**src/rtl/comet_uart_pkg.sv**
```systemverilog
// Shared constants and types for the COMET II memory-mapped UART transmitter.
// The PARITY state exists only when COMET_UART_PARITY_EN is defined.
package comet_uart_pkg;

    localparam logic [1:0] TXDATA_OFS  = 2'd0;
    localparam logic [1:0] STATUS_OFS  = 2'd1;
    localparam logic [1:0] DIVISOR_OFS = 2'd2;

    localparam int unsigned ST_BUSY_BIT  = 0;
    localparam int unsigned ST_EMPTY_BIT = 1;
    localparam int unsigned ST_FULL_BIT  = 2;
    localparam int unsigned ST_OVF_BIT   = 3;
    localparam int unsigned ST_CNT_LSB   = 8;
    localparam int unsigned ST_CNT_W     = 7;

    typedef enum logic [2:0] {
        S_IDLE   = 3'd0,
        S_START  = 3'd1,
        S_DATA   = 3'd2,
        S_STOP   = 3'd3
`ifdef COMET_UART_PARITY_EN
        ,
        S_PARITY = 3'd4
`endif
    } tx_state_e;

    // A programmed divisor of zero behaves as one cycle per bit.
    function automatic logic [15:0] eff_div(input logic [15:0] d);
        return (d == 16'd0) ? 16'd1 : d;
    endfunction

endpackage

```
**src/rtl/comet_sync_fifo.sv**
```systemverilog
// Synchronous FIFO with registered full/empty/count and a combinational head read.
module comet_sync_fifo #(
    parameter int unsigned WIDTH = 8,
    parameter int unsigned DEPTH = 16
) (
    input  logic                     clk,
    input  logic                     rst_n,
    input  logic                     push_i,
    input  logic [WIDTH-1:0]         data_i,
    input  logic                     pop_i,
    output logic [WIDTH-1:0]         data_c,
    output logic                     full_o,
    output logic                     empty_o,
    output logic [$clog2(DEPTH):0]   count_o
);

    localparam int unsigned AW = $clog2(DEPTH);
    localparam int unsigned CW = AW + 1;

    logic [WIDTH-1:0] mem_q [DEPTH];
    logic [AW-1:0]    wptr_q, rptr_q;
    logic [CW-1:0]    count_q, count_d;
    logic             full_q, empty_q;
    logic             do_push, do_pop;

    // Full/empty are pre-edge: a push into a full FIFO is dropped even with a concurrent pop.
    assign do_push = push_i && !full_q;
    assign do_pop  = pop_i && !empty_q;
    assign count_d = count_q + CW'(do_push) - CW'(do_pop);

    always_ff @(posedge clk) begin
        if (do_push) begin
            mem_q[wptr_q] <= data_i;
        end
    end

    always_ff @(posedge clk or negedge rst_n) begin
        if (!rst_n) begin
            wptr_q  <= '0;
            rptr_q  <= '0;
            count_q <= '0;
            full_q  <= 1'b0;
            empty_q <= 1'b1;
        end else begin
            wptr_q  <= wptr_q + AW'(do_push);
            rptr_q  <= rptr_q + AW'(do_pop);
            count_q <= count_d;
            full_q  <= (count_d == CW'(DEPTH));
            empty_q <= (count_d == '0);
        end
    end

    assign data_c  = mem_q[rptr_q];
    assign full_o  = full_q;
    assign empty_o = empty_q;
    assign count_o = count_q;

endmodule

```
**src/rtl/comet_mmio_uart_tx.sv**
```systemverilog
// COMET II bus responder: register window feeding a TX FIFO and an 8N1 serial engine.
// Define COMET_UART_PARITY_EN to insert an even-parity bit (8E1 framing).
module comet_mmio_uart_tx
    import comet_uart_pkg::*;
#(
    parameter logic [15:0] BASE_ADDR   = 16'hFF00,
    parameter int unsigned FIFO_DEPTH  = 16,
    parameter logic [15:0] DEFAULT_DIV = 16'd16
) (
    input  logic        mclk,
    input  logic        init,
    input  logic        re,
    input  logic [15:0] raddr,
    output logic [15:0] rdata,
    input  logic        we,
    input  logic [15:0] waddr,
    input  logic [15:0] wdata,
    output logic        txd,
    output logic        irq
);

    localparam int unsigned CNT_W = $clog2(FIFO_DEPTH) + 1;

    logic             rsel, wsel, push_req, div_wr, status_rd;
    logic             fifo_full, fifo_empty, fifo_pop;
    logic [7:0]       fifo_head;
    logic [CNT_W-1:0] fifo_count;

    tx_state_e   state_q, state_d;
    logic [15:0] cnt_q, cnt_d, fdiv_q, fdiv_d, div_q, div_d;
    logic [15:0] rdata_q, rdata_d, status_c;
    logic [7:0]  shift_q, shift_d;
    logic [2:0]  bit_q, bit_d;
    logic        txd_q, txd_d, irq_q, irq_d, ovf_q, ovf_d;
    logic        bit_done, load;
`ifdef COMET_UART_PARITY_EN
    logic        par_q, par_d;
`endif

    assign rsel      = (raddr[15:2] == BASE_ADDR[15:2]);
    assign wsel      = (waddr[15:2] == BASE_ADDR[15:2]);
    assign push_req  = we && wsel && (waddr[1:0] == TXDATA_OFS);
    assign div_wr    = we && wsel && (waddr[1:0] == DIVISOR_OFS);
    assign status_rd = re && rsel && (raddr[1:0] == STATUS_OFS);
    assign bit_done  = (cnt_q == 16'd0);

    comet_sync_fifo #(
        .WIDTH (8),
        .DEPTH (FIFO_DEPTH)
    ) u_fifo (
        .clk     (mclk),
        .rst_n   (init),
        .push_i  (push_req),
        .data_i  (wdata[7:0]),
        .pop_i   (fifo_pop),
        .data_c  (fifo_head),
        .full_o  (fifo_full),
        .empty_o (fifo_empty),
        .count_o (fifo_count)
    );

    // Register file, read mux and sticky overflow.
    always_comb begin
        status_c = '0;
        status_c[ST_BUSY_BIT]  = (state_q != S_IDLE);
        status_c[ST_EMPTY_BIT] = fifo_empty;
        status_c[ST_FULL_BIT]  = fifo_full;
        status_c[ST_OVF_BIT]   = ovf_q;
        status_c[ST_CNT_LSB +: ST_CNT_W] = ST_CNT_W'(fifo_count);

        rdata_d = rdata_q;
        if (re) begin
            rdata_d = '0;
            if (rsel) begin
                case (raddr[1:0])
                    STATUS_OFS:  rdata_d = status_c;
                    DIVISOR_OFS: rdata_d = div_q;
                    default:     rdata_d = '0;
                endcase
            end
        end

        // An overflow on the same edge as the clearing read wins.
        ovf_d = ovf_q;
        if (status_rd) ovf_d = 1'b0;
        if (push_req && fifo_full) ovf_d = 1'b1;

        div_d = div_wr ? wdata : div_q;
        irq_d = (state_q == S_IDLE) && fifo_empty;
    end

    // Transmit engine next-state; txd is registered from the next-state view.
    always_comb begin
        state_d  = state_q;
        cnt_d    = cnt_q;
        bit_d    = bit_q;
        shift_d  = shift_q;
        fdiv_d   = fdiv_q;
        fifo_pop = 1'b0;
        load     = 1'b0;
        txd_d    = 1'b1;
`ifdef COMET_UART_PARITY_EN
        par_d    = par_q;
`endif

        case (state_q)
            S_IDLE:  load = !fifo_empty;
            S_START: begin
                if (bit_done) begin
                    state_d = S_DATA;
                    bit_d   = 3'd0;
                end
            end
            S_DATA: begin
                if (bit_done) begin
                    shift_d = {1'b0, shift_q[7:1]};
                    bit_d   = bit_q + 3'd1;
                    if (bit_q == 3'd7) begin
`ifdef COMET_UART_PARITY_EN
                        state_d = S_PARITY;
`else
                        state_d = S_STOP;
`endif
                    end
                end
            end
`ifdef COMET_UART_PARITY_EN
            S_PARITY: if (bit_done) state_d = S_STOP;
`endif
            S_STOP: begin
                if (bit_done) begin
                    if (!fifo_empty) load = 1'b1;
                    else             state_d = S_IDLE;
                end
            end
            default: state_d = S_IDLE;
        endcase

        if (state_q != S_IDLE) begin
            cnt_d = bit_done ? (fdiv_q - 16'd1) : (cnt_q - 16'd1);
        end

        // Frame start: pop the byte and freeze the divisor for the whole frame.
        if (load) begin
            fifo_pop = 1'b1;
            state_d  = S_START;
            shift_d  = fifo_head;
            fdiv_d   = eff_div(div_q);
            cnt_d    = fdiv_d - 16'd1;
`ifdef COMET_UART_PARITY_EN
            par_d    = ^fifo_head;
`endif
        end

        case (state_d)
            S_START:  txd_d = 1'b0;
            S_DATA:   txd_d = shift_d[0];
`ifdef COMET_UART_PARITY_EN
            S_PARITY: txd_d = par_d;
`endif
            default:  txd_d = 1'b1;
        endcase
    end

    always_ff @(posedge mclk or negedge init) begin
        if (!init) begin
            state_q <= S_IDLE;
            cnt_q   <= '0;
            bit_q   <= '0;
            shift_q <= '0;
            fdiv_q  <= 16'd1;
            div_q   <= DEFAULT_DIV;
            rdata_q <= '0;
            ovf_q   <= 1'b0;
            txd_q   <= 1'b1;
            irq_q   <= 1'b1;
`ifdef COMET_UART_PARITY_EN
            par_q   <= 1'b0;
`endif
        end else begin
            state_q <= state_d;
            cnt_q   <= cnt_d;
            bit_q   <= bit_d;
            shift_q <= shift_d;
            fdiv_q  <= fdiv_d;
            div_q   <= div_d;
            rdata_q <= rdata_d;
            ovf_q   <= ovf_d;
            txd_q   <= txd_d;
            irq_q   <= irq_d;
`ifdef COMET_UART_PARITY_EN
            par_q   <= par_d;
`endif
        end
    end

    assign rdata = rdata_q;
    assign txd   = txd_q;
    assign irq   = irq_q;

endmodule

```
**config.mk**
```make
export PLATFORM = sky130hd
export DESIGN_NAME = comet_mmio_uart_tx
export DESIGN_NICKNAME = d
export VERILOG_FILES = /design/src/rtl/comet_uart_pkg.sv /design/src/rtl/comet_sync_fifo.sv /design/src/rtl/comet_mmio_uart_tx.sv
export SDC_FILE = /design/constraint.sdc
export NUM_CORES = 1
export LEC_CHECK = 0
export ABC_AREA = 1
export CORE_MARGIN = 2
export CORE_UTILIZATION = 55
export DETAILED_ROUTE_END_ITERATION = 12
export DONT_BUFFER_PORTS = 1
export PLACE_DENSITY = 0.7
export SLEW_MARGIN = 20
export SYNTH_ARGS = -nofsm -noshare
export SYNTH_HDL_FRONTEND = slang
export SYNTH_HIERARCHICAL = 1
export SYNTH_SLANG_ARGS = --single-unit
```
**constraint.sdc**
```tcl
create_clock -name mclk -period 4.6 [get_ports mclk]
set_input_delay 1.38 -clock mclk [delete_from_list [all_inputs] [get_ports mclk]]
set_output_delay 1.38 -clock mclk [all_outputs]
set_load 0.02 [all_outputs]
```
After elaboration in Yosys (flattened, before gate mapping). Memory sizes are Yosys's and may differ from the RTL's. Index checks and enable logic that the tools add are counted.

Bits in registers: 96. Latch bits: 0. Memory bits (writable): 128. Bits in read-only memories: 0. Word-level logic and storage cells: 91. Memories kept: 1.

Memories: u_fifo.mem_q (words 16, width 8, rd ports 1, clocked after Yosys merged registers in 0, wr ports 1, RTL line comet_sync_fifo.sv:20) `logic [WIDTH-1:0] mem_q [DEPTH];`.

Add/subtract/negate cells: 8. $mul: 0. Div/mod/pow operators: 0. $lt $le $gt $ge: 0. Equal/unequal tests: 14. Shift-type cells: 0. Muxes and demuxes: 28. Bitwise operators: 0. Reductions and logical operators: 24.

Operator list (count): 2-to-1 mux 16 bit (5); subtractor 16 x 1 -> 16 bit, second input constant (3); zero test 16 bit (2); case mux 16 bit (2 select lines) (1); equality test 14 bit, second input constant (2); 2-to-1 mux 3 bit (8); 2-to-1 mux 8 bit (3); case mux 3 bit (4 select lines) (1); nonzero test 2 bit (5); equality test 3 x 2 -> 1 bit, second input constant (3); logical AND 1 bit (9); adder 4 x 1 -> 4 bit (2); 2-to-1 mux 1 bit (7); equality test 3 x 1 -> 1 bit, second input constant (2); case mux 3 bit (2 select lines) (1); adder 5 x 1 -> 5 bit (1); equality test 5 bit, second input constant (1); zero test 5 bit (1); subtractor 5 x 1 -> 5 bit (1); equality test 2 bit, second input constant (2); inequality test 2 bit, second input constant (2); case mux 1 bit (2 select lines) (2); adder 3 x 1 -> 3 bit, second input constant (1); equality test 3 bit, second input constant (1); other kinds (7) (8).

Longest topological paths before layout. Gate-level depths: netlist of run 1.

Depth after elaboration: 7. Depth in mapped cells: 19. Depth with buffers taken out: 19.

Modules after synthesis. The synthesis of run 1 kept the hierarchy.

Modules (own cells, without submodules): comet_sync_fifo (times used 1, cells an instance 594, area each 6170.9 um^2, seq. area each 4220.3 um^2); comet_mmio_uart_tx (times used 1, cells an instance 556, area each 4349.2 um^2, seq. area each 2031.9 um^2).

Least setup slack after synthesis of run 1. OpenSTA, ideal clock, no wires.

Kind: input -> register. From: in waddr[3]. To: reg u_fifo.empty_q, in the netlist u_fifo/empty_o. Setup time: 67 ps. Arrival: 4048 ps. Required time: 4533 ps. Slack: 485 ps. Stages on the path: 14. Path through: or4_1 nor4_1 nand2_1 nor2_1 inv_1 nor2_1 or2_2 nand2_1 ha_1 fa_1 or2_2 nor2_1 nand3_1 nor2_1.

Cells in the longest elaborated chain, start to end: 7.

Ends and longest elaborated chain: start, declared (RTL line comet_mmio_uart_tx.sv:16) `input logic [15:0] waddr,`; equality test 14 bit (RTL line comet_mmio_uart_tx.sv:41) `assign wsel = (waddr[15:2] == BASE_ADDR[15:2]);`; logical AND 1 bit (2 in series) (RTL line comet_mmio_uart_tx.sv:42) `assign push_req = we && wsel && (waddr[1:0] == TXDATA_OFS);`; named net push_req (RTL line comet_mmio_uart_tx.sv:24) `logic rsel, wsel, push_req, div_wr, status_rd;`; logical AND 1 bit (RTL line comet_sync_fifo.sv:27) `assign do_push = push_i && !full_q;`; adder 5 x 1 -> 5 bit (RTL line comet_sync_fifo.sv:29) `assign count_d = count_q + CW'(do_push) - CW'(do_pop);`; subtractor 5 x 1 -> 5 bit (RTL line comet_sync_fifo.sv:29); named net u_fifo.count_d[1] (RTL line comet_sync_fifo.sv:22) `logic [CW-1:0] count_q, count_d;`; zero test 5 bit (RTL line comet_sync_fifo.sv:49) `empty_q <= (count_d == '0);`; end signal, assigned (RTL line comet_sync_fifo.sv:49); end, declared (RTL line comet_sync_fifo.sv:23) `logic full_q, empty_q;`.

The timed path passes the listed nets, and every way through them passes these cells. A chain may end at the register's enable or synchronous reset.

Final worst setup path of run 1. Ends and elaborated chain as after synthesis.

==> impl_metrics.py, run 1 <==
metrics = {
    "status": {
        "status": "finished clean",
    },
    "min_path": {
        "worstHoldPathType": "reg -> reg",
        "whs_path_depth": 2,
        "worst_hold_startpoint": "fdiv_q[5]",
        "holdPathEnd": "fdiv_q[5]",
    },
    "worst_setup_path": {
        "crit_path_top_delay_cell": "or4_1",
        "timing.critical_path.to_type": "flop",
        "worstRegToRegCells": 12,
        "r2r-start": "u_fifo/empty_o",
        "crit_fanout": 3,
        "timing.critical_path.required_ps": 5070,
        "worst_flop_to_flop_path_endpoint": "u_fifo/empty_o",
        "critPathKind": "in -> reg",
        "critPathMaxStageDelay_ps": 590,
        "chain_of_cells_forming_the_critical_path": "or4_1 -> nor4_1 -> nand2_1 -> nor2_1 -> inv_1 -> nor2_1 -> or2_2 -> nand2_1 -> ha_1 -> fa_1 -> or2_2 -> nor2_1 -> nand3_1 -> nor2_1",
        "critPathArrivalTime_ps": 4270,
        "worst_setup_slack_for_register_to_register_paths_ps": 1460,
        "crit_path_start_kind": "input pin",
        "critPathMostFrequentCell": "nor2_1",
    },
    "cells_and_area": {
        "n_antenna_cell": 0,
        "layout-drive-gt1-share_pct": 7.92,
        "finish.net_count": 1209,
        "final_core_utilization_pct": 61.1,
        "area_growth_syn_to_layout_pct": 9.09,
    },
    "yosys": {
        "ys_top_cells_by_count": "nand2_1 (380), inv_1 (147), edfxtp_1 (128), nor2_1 (99), dfrtp_1 (91)",
        "synthDominantAreaCellType": "edfxtp_1",
        "ys_seq_elements": 224,
        "synthArstFlopShare_pct": 42.9,
        "synth_sequential_area_ratio_pct": 59.4,
        "synth.cell_area_mm2": 0.0105,
        "yosys_most_used_dff": "edfxtp_1",
        "synth.lib_cells_used.distinct": 47,
        "synthCells": 1150,
        "post_synthesis_average_cell_area_um2": 9.15,
        "synth-warning-count": 6,
        "largest_cells_by_area_after_synthesis": "edfxtp_1 (37%), dfrtp_1 (22%), nand2_1 (14%)",
        "mappedNetlistNets": 1215,
        "cell_with_the_most_instances_after_synthesis": "nand2_1",
        "number_of_flops_mapped_to_enable_cells_by_yosys": 128,
        "synth_top_area_share_pct": 36.5,
    },
    "sta": {
        "finalCriticalPeriod_ps": 3810,
        "slew_headroom_pct": 44.8,
        "finalWorstSetupSlack_ps": 792,
        "finalCritPeriodShare_pct": 82.8,
        "clock-skew-final_ps": 20.1,
        "rsz0062_at_grt": "false",
        "finalSetupTns_ps": 0,
        "fmax_ghz": 0.263,
        "final-hold-violation-count": 0,
        "final-max-slew-violation-count": 0,
        "setup_violations": 0,
        "worstMarginPinSlew_ps": 828,
    },
    "die": {
        "dieHeight_um": 142,
        "core_mm2": 0.0188,
        "initial_utilization_pct": 56.1,
        "floorplan.die.width_um": 142,
        "row_count": 50,
        "ios": 70,
        "dieArea_mm2": 0.0202,
    },
    "placement": {
        "dpl.hpwl_um": 15500,
        "io_buffers": 0,
        "detailedPlace.worstSlack_ps": 237,
        "gp_congestion": 0.907,
    },
    "clocking": {
        "cts_buffers": 24,
        "cts_tree": "done",
        "clk-insertion-delay-late_ps": 530,
        "cts.clk_slew.worst_paths_ps": 60,
        "clock_tree.buffer_depth": 3,
        "cts.repair.resized": 0,
        "clock_tree.htree_level_count": 1,
        "cts_root_buffer": "clkbuf_16",
        "post-cts-setup-buffers": 0,
        "clock_sink_count": 224,
        "hold_buffers": 0,
    },
    "global_route": {
        "grt_max_degree": 97,
        "grt.total_usage_pct": 23.4,
        "grt_first_pass_wirelength_um": 36600,
        "via_count_of_the_first_global_routing_pass": 7119,
        "antenna_found_initial": 0,
        "grt_overflow": 0,
    },
    "detailed_routing": {
        "routed_wirelength_um": 23400,
        "routed_wire_length_per_instance_um": 16.8,
        "viasPerCell": 5.35,
        "antenna_left": 0,
        "drt_drc_violations_left": 0,
        "drtPass1Iterations": 5,
        "route.vias.total": 7464,
        "drt_first_iter_violations": 587,
    },
    "power": {
        "ir_drop_v": 0.000365,
        "cellPowerDensity_mw_per_mm2": 565,
        "p_leak_nw": 5.16,
    },
    "flow_run": {
        "drv.max_cap_violation_count": 0,
    },
}
[routing by layer]
layer  GRT usage, %  routed length (µm)
met5              0                   0
met4           6.41                 518
met3           4.14                1260
met2           37.9               11200
met1           33.0               10400
[through the flow]
stage / power (mW) / std cells / hold WS, ps / instance area (µm²)
floorplan: 4.14 / 1150 / 442 / 10500
global placement: 4.53 / 1352 / 456 / 10600
detailed placement: 4.56 / 1352 / 459 / 10600
CTS: 6.50 / 1396 / 474 / 11500
global route: 6.89 / 1396 / 494 / 11500
finish: 6.48 / 1396 / 473 / 11500
[sequential cells by signal (all words and copies together) (netlist names), 4 cells and up]
register and count:
rdata 16, u_fifo/count_o 5, u_fifo/mem_q 128, u_fifo/rptr_q 4, shift_q 8, div_q 16, cnt_q 16, fdiv_q 16
u_fifo/wptr_q 4
[worst max-delay path, delay by kind of cell]
family,cells,cell delay (ps)
AND/OR/NAND/NOR,11,2130
adder cells (fa/ha/maj),2,700
buffers and inverters,1,60
[worst max path at each step]
stage	startpoint	endpoint	slack, ps	cells past startpoint
after global routing	waddr[3]	u_fifo/full_o	520	14
after CTS	waddr[3]	u_fifo/empty_o	780	14
final	waddr[3]	u_fifo/empty_o	790	14
after floorplan	waddr[3]	u_fifo/empty_o	490	14
after detailed placement	waddr[3]	u_fifo/empty_o	240	14
after global placement	waddr[3]	u_fifo/full_o	310	14
[cell usage in the layout (no fill, tap or decap), types with 2 or more instances in the layout]
cell        Yosys  final
nand2_1       380    380
edfxtp_1      128    128
nor2_2          8      8
nor2_4          8      8
or4_1           2      2
clkinv_1        2      3
dfrtp_1        91     90
nand3b_1        3      3
clkinv_4        0      4
nand2_4         6      6
o21bai_1        7      7
xor2_1         11     11
nor2_1         99     99
ha_1           12     12
inv_2           3      3
o21ai_0        41     41
clkbuf_8        0      7
a22o_1          6      6
o221ai_1        5      5
clkinvlp_4      0      2
o21ai_1         9      9
o22ai_1        10     10
dfstp_2         5      5
clkbuf_16       0     24
nand3_1        89     89
or2_2           2      2
inv_1         147    147
nand4_1         3      3
clkbuf_1       12      3
nor4_1          4      4
nand2_2         8      8
buf_4           7      6
a21oi_1         8      8
a31oi_1         2      2
[report_power, final]
part           leakage [nW]  internal (mW)  switching [mW]
Clock                 0.397           1.14           0.792
Combinational          2.35          0.664            1.45
Sequential             2.41           2.31           0.125
[logic make-up after synthesis]
group,count (synthesis),share of synthesized area [%]
and+or+nand+nor,619,25.4
DFF,224,59.4
buffers and inverters,190,7.42
AOI/OAI and AO/OA,91,5.14
adders and majority gates,13,1.62
xor gates and xnor gates,12,0.999
other,1,0.0356
[cell type report]
type	instances	area [µm²]
multi-input combinational	736	3490
tap	234	293
clock buffer	34	708
sequential	224	6250
fill	1585	7290
timing repair buffer	6	45.0
clock inverter	10	119
inverter	152	571
Note: power is estimated with default switching activity, not from simulation.
==> inputs of run 2 (changes only) <==
Settings changed: PLACE_DENSITY 0.7 to 0.73.
Clock period 4.6 ns to 3.2 ns, I/O delays scaled along.
==> run 2 against run 1 <==
- setup slack lost 530 ps
- cell count is 1.6% higher
- power is 43% higher
- utilization grew 0.75 points
- flip-flop and latch count stayed put
- sequential power grew 45%
- first-iteration DRC count shrank 11%
- sequential share of layout area shrank 0.66 points
- highest routed layer unchanged
- largest cell class unchanged
- register-to-register slack worse by 1200 ps
- cell area up 1.2%
==> impl_metrics.py, run 2 (synthesis gave the netlist of run 1 again) <==
metrics = {
    "power": {
        "cellPowerDensity_mw_per_mm2": 796,
        "ir_drop_v": 0.000681,
        "seqPwrFrac_pct": 38.0,
        "power.switching_mw": 3.41,
        "p_int_mw": 5.83,
        "p_leak_nw": 5.26,
        "power_switching_share_pct": 36.9,
        "power_frac_clock_pct": 28.0,
        "fin_total_pwr_mw": 9.24,
        "share_comb_of_total_power_pct": 34.0,
    },
    "clocking": {
        "clock_tree.buffer_depth": 3,
        "clock_sink_count": 224,
        "cts.repair.resized": 0,
        "post-cts-setup-buffers": 0,
        "hold_buffers": 0,
        "cts_tree": "done",
        "cts_root_buffer": "clkbuf_16",
        "clock_tree.htree_level_count": 1,
        "clk-insertion-delay-late_ps": 540,
        "cts_buffers": 24,
        "cts.clk_slew.worst_paths_ps": 60,
    },
    "die": {
        "floorplan.die.width_um": 142,
        "initial_utilization_pct": 56.1,
        "dieArea_mm2": 0.0202,
        "ios": 70,
        "dieHeight_um": 142,
        "row_count": 50,
        "core_mm2": 0.0188,
    },
    "global_route": {
        "via_count_of_the_first_global_routing_pass": 7149,
        "antenna_found_initial": 0,
        "grt_overflow": 0,
        "grt_max_degree": 97,
        "grt.total_usage_pct": 23.0,
        "grt_first_pass_wirelength_um": 36300,
    },
    "sta": {
        "clock-skew-final_ps": 27.6,
        "setup_violations": 0,
        "slew_headroom_pct": 63.4,
        "finalHoldWorstSlack_ps": 146,
        "final-max-slew-violation-count": 0,
        "rsz0062_at_grt": "false",
        "finalCritPeriodShare_pct": 91.9,
        "finalWorstSetupSlack_ps": 260,
        "fmax_ghz": 0.340,
        "worstMarginPinSlew_ps": 548,
        "finalCriticalPeriod_ps": 2940,
        "final-hold-violation-count": 0,
    },
    "placement": {
        "numPlacedInstances": 1375,
        "place_area_mm2": 0.0109,
        "io_buffers": 0,
        "detailedPlace.worstSlack_ps": -295,
        "dpl.hpwl_um": 15100,
        "gp_congestion": 0.900,
    },
    "status": {
        "status": "finished clean",
    },
    "detailed_routing": {
        "drtPass1Iterations": 5,
        "drt_first_iter_violations": 523,
        "routed_wirelength_um": 22800,
        "routed_wire_length_per_instance_um": 16.1,
        "drt_drc_violations_left": 0,
        "viasPerCell": 5.28,
        "route.vias.total": 7482,
        "antenna_left": 0,
    },
    "min_path": {
        "worstHoldPathType": "in -> async",
    },
    "cells_and_area": {
        "layout-drive-gt1-share_pct": 9.54,
        "fill_cells": 1530,
        "n_antenna_cell": 0,
        "number_of_flip_flops_under_the_largest_register_name": 128,
        "layout.cell_area.non_filler_mm2": 0.0116,
        "area_growth_syn_to_layout_pct": 10.4,
        "layout.cells.most_common": "nand2_1",
        "instances_no_fill": 1418,
        "layout_common_cells": "nand2_1 (380), inv_1 (147), edfxtp_1 (128)",
        "finish.net_count": 1232,
        "reg_with_most_ffs": "u_fifo/mem_q",
    },
    "worst_setup_path": {
        "timing.critical_path.required_ps": 3670,
        "chain_of_cells_forming_the_critical_path": "or4_4 -> nor4_4 -> nand2_1 -> nor2_1 -> inv_1 -> nor2_4 -> or2_4 -> nand2_1 -> ha_2 -> fa_2 -> or2_4 -> nor2_1 -> nand3_1 -> nor2_1",
        "crit_path_start_kind": "input pin",
        "critPathArrivalTime_ps": 3410,
        "critPathMaxStageDelay_ps": 520,
        "critPathMostFrequentCell": "nor2_1",
        "cp-startpoint": "waddr[3]",
        "critPathKind": "in -> reg",
        "crit_path_top_delay_cell": "or4_4",
        "crit_fanout": 3,
        "timing.critical_path.to_type": "flop",
        "r2r-start": "cnt_q[11]",
    },
    "flow_run": {
        "drv.max_cap_violation_count": 0,
    },
}
[run 2: changes by cell type in the layout (fill, tap and decap cells not counted), moves of 2 or more]
cell,delta
clkinv_4,-4
or2_4,+2
clkinvlp_4,-2
clkbuf_1,+5
clkinv_1,+2
buf_4,+22
clkbuf_8,-6
clkinv_2,+4
or2_2,-2
[run 2: per-layer routing]
metal / vias up / GRT usage, % / wire length (µm)
li1: 3720 / - / -
met1: 3485 / 31.8 / 9950
met2: 222 / 37.3 / 10900
met3: 55 / 3.43 / 1250
met4: 0 / 8.65 / 790
met5: - / 0 / 0
[run 2: power by group through the flow]
stage                     clock [mW]  combinational, mW  sequential [mW]
after floorplan                    0               2.51             3.48
after global placement             0               3.06             3.56
after detailed placement           0               3.11             3.57
after CTS                       2.63               3.13             3.52
after global routing            2.74               3.52             3.55
final                           2.58               3.14             3.52
[run 2: per-stage QoR]
stage | utilization (%) | setup TNS [ps]
finish | 61.9 | 0
floorplan | - | -418
detailed placement | 57.9 | -602
CTS | 61.9 | 0
global route | 61.9 | 0
global placement | 57.9 | -492
[run 2: area by class of cell]
type | instances | area, µm² | share of cell area [%]
clock buffer | 33 | 644 | 5.55
timing repair buffer | 29 | 230 | 1.98
multi-input combinational | 736 | 3530 | 30.4
sequential | 224 | 6250 | 53.8
tap | 234 | 293 | 2.52
clock inverter | 10 | 96.3 | 0.829
inverter | 152 | 571 | 4.91
[run 2: path summary, 6_finish.rpt]
kind                                 end  slack [ps]  cells after the start
setup / recovery           u_fifo/full_o         260                     14
hold / removal                  div_q[7]         150                      0
setup reg to reg           u_fifo/full_o         280                     14
hold reg to reg               fdiv_q[13]         480                      2
max in group asynchronous            irq        2800                      0
min in group mclk             fdiv_q[13]         480                      2
[run 2: critical path: cells and delay by family]
family,cells,cell delay [ps]
and+or+nand+nor,11,1700
adders and majority gates,2,640
buffers and inverters,1,90
==> inputs of run 3 (changes only) <==
Settings changed: CAP_MARGIN set to 40, CELL_PAD_IN_SITES_DETAIL_PLACEMENT set to 0, CELL_PAD_IN_SITES_GLOBAL_PLACEMENT set to 1, CORE_UTILIZATION 55 to 44, PLACE_DENSITY 0.73 to not set, PLACE_DENSITY_LB_ADDON set to 0.1.
==> run 3 against run 2 <==
- maximum frequency rose by 0.18%
- sequential power barely moved
- routed wire length rose by 9.3%
- critical endpoint unchanged
- largest power group unchanged
==> impl_metrics.py, run 3 (synthesis gave the netlist of run 1 again) <==
metrics = {
    "status": {
        "status": "finished clean",
    },
    "clocking": {
        "clock_tree.htree_level_count": 1,
        "cts_root_buffer": "clkbuf_16",
        "clk-insertion-delay-late_ps": 550,
        "clock_tree.buffer_depth": 3,
        "cts_tree": "done",
        "cts.repair.resized": 0,
        "hold_buffers": 0,
        "cts_buffers": 26,
        "cts.clk_slew.worst_paths_ps": 60,
        "post-cts-setup-buffers": 0,
        "clock_sink_count": 224,
    },
    "placement": {
        "gp_congestion": 0.778,
        "place_area_mm2": 0.0110,
        "detailedPlace.worstSlack_ps": -303,
        "io_buffers": 0,
        "numPlacedInstances": 1463,
        "dpl.hpwl_um": 16700,
    },
    "global_route": {
        "antenna_found_initial": 0,
        "grt_first_pass_wirelength_um": 39100,
        "via_count_of_the_first_global_routing_pass": 6978,
        "grt.total_usage_pct": 20.4,
        "grt_max_degree": 97,
        "grt_overflow": 0,
    },
    "die": {
        "floorplan.die.width_um": 159,
        "initial_utilization_pct": 44.8,
        "dieArea_mm2": 0.0252,
        "ios": 70,
        "core_mm2": 0.0235,
        "dieHeight_um": 159,
        "row_count": 56,
    },
    "cells_and_area": {
        "n_antenna_cell": 0,
        "reg_with_most_ffs": "u_fifo/mem_q",
        "area_growth_syn_to_layout_pct": 12.9,
        "layout-drive-gt1-share_pct": 10.3,
        "instances_no_fill": 1512,
        "layout_common_cells": "nand2_1 (380), inv_1 (147), edfxtp_1 (128)",
        "final_core_utilization_pct": 50.6,
        "layout.cell_area.non_filler_mm2": 0.0119,
        "number_of_flip_flops_under_the_largest_register_name": 128,
        "finish.net_count": 1238,
        "layout.cells.most_common": "nand2_1",
    },
    "worst_setup_path": {
        "critPathTopFamily": "simple AND/OR/NAND/NOR gates",
        "critPathArrivalTime_ps": 3410,
        "crit_path_start_kind": "input pin",
        "critPathMostFrequentCell": "nor2_1",
        "timing.critical_path.to_type": "flop",
        "timing.critical_path.required_ps": 3680,
        "critPathKind": "in -> reg",
        "crit_fanout": 3,
        "crit_path_top_delay_cell": "or4_4",
        "chain_of_cells_forming_the_critical_path": "or4_4 -> nor4_4 -> nand2_1 -> nor2_1 -> inv_1 -> nor2_4 -> or2_4 -> nand2_1 -> ha_2 -> fa_2 -> or2_4 -> nor2_1 -> nand3_1 -> nor2_1",
        "critPathMaxStageDelay_ps": 530,
        "critPathBufInv": 1,
    },
    "power": {
        "cellPowerDensity_mw_per_mm2": 817,
        "ir_drop_v": 0.000559,
        "p_leak_nw": 5.34,
        "fin_total_pwr_mw": 9.70,
    },
    "sta": {
        "setup_violations": 0,
        "slew_headroom_pct": 51.4,
        "finalSetupTns_ps": 0,
        "rsz0062_at_grt": "false",
        "final-max-slew-violation-count": 0,
        "clock-skew-final_ps": 20.5,
        "worstMarginPinSlew_ps": 728,
        "finalHoldWorstSlack_ps": 110,
        "finalCritPeriodShare_pct": 91.7,
        "finalWorstSetupSlack_ps": 266,
        "fmax_ghz": 0.341,
        "final-hold-violation-count": 0,
        "finalCriticalPeriod_ps": 2930,
    },
    "flow_run": {
        "drv.max_cap_violation_count": 0,
    },
    "detailed_routing": {
        "antenna_left": 0,
        "route.vias.total": 7384,
        "drt_drc_violations_left": 0,
        "routed_wire_length_per_instance_um": 16.5,
        "viasPerCell": 4.88,
        "routed_wirelength_um": 25000,
        "drt_first_iter_violations": 546,
        "drtPass1Iterations": 5,
    },
    "min_path": {
        "worstHoldPathType": "in -> async",
    },
}
-- run 3: path summary, 6_finish.rpt --
path | slack [ps] | cells past startpoint | start | endpoint
setup / recovery | 270 | 14 | waddr[3] | u_fifo/full_o
hold / removal | 110 | 0 | init | u_fifo/wptr_q[0]
setup reg to reg | 400 | 14 | cnt_q[11] | u_fifo/full_o
hold reg to reg | 480 | 2 | fdiv_q[11] | fdiv_q[11]
max in group asynchronous | 2860 | 0 | init | u_fifo/empty_o
min in group mclk | 480 | 2 | fdiv_q[11] | fdiv_q[11]
-- run 3: area by class of cell --
type                            instances  area, µm²
Multi-Input combinational cell        736       3530
Clock buffer                           31        679
Tap cell                              319        399
Timing Repair Buffer                   33        260
Clock inverter                         17        184
Inverter                              152        571
Fill cell                            2189      11600
Sequential cell                       224       6250
-- run 3: power breakdown --
group | switching [mW] | internal (mW) | leakage (nW)
Combinational | 2.20 | 1.04 | 2.50
Sequential | 0.188 | 3.32 | 2.41
Clock | 1.19 | 1.76 | 0.420
Total | 3.58 | 6.12 | 5.34
-- run 3: worst register-to-register path, stage by stage, from the launching register on --
cell	delay, ps
dfrtp_1	400
nor2_1	130
nand2_1	100
nor2_4	140
nand4_2	150
nand2_1	150
nand2_1	130
or2_4	270
nand2_1	60
ha_2	190
fa_2	440
or2_4	250
nor2_1	120
nand3_1	110
nor2_1	120
-- run 3: layer usage --
metal  part of all wire [%]  routed length, µm  vias to the layer above  track usage (%)
li1                       -                  -                     3737                -
met1                     49              12200                     3462             31.2
met2                     44              11100                      160             30.8
met3                    5.1               1260                       25             3.18
met4                    1.5                373                        0             4.16
met5                      0                  0                        -                0
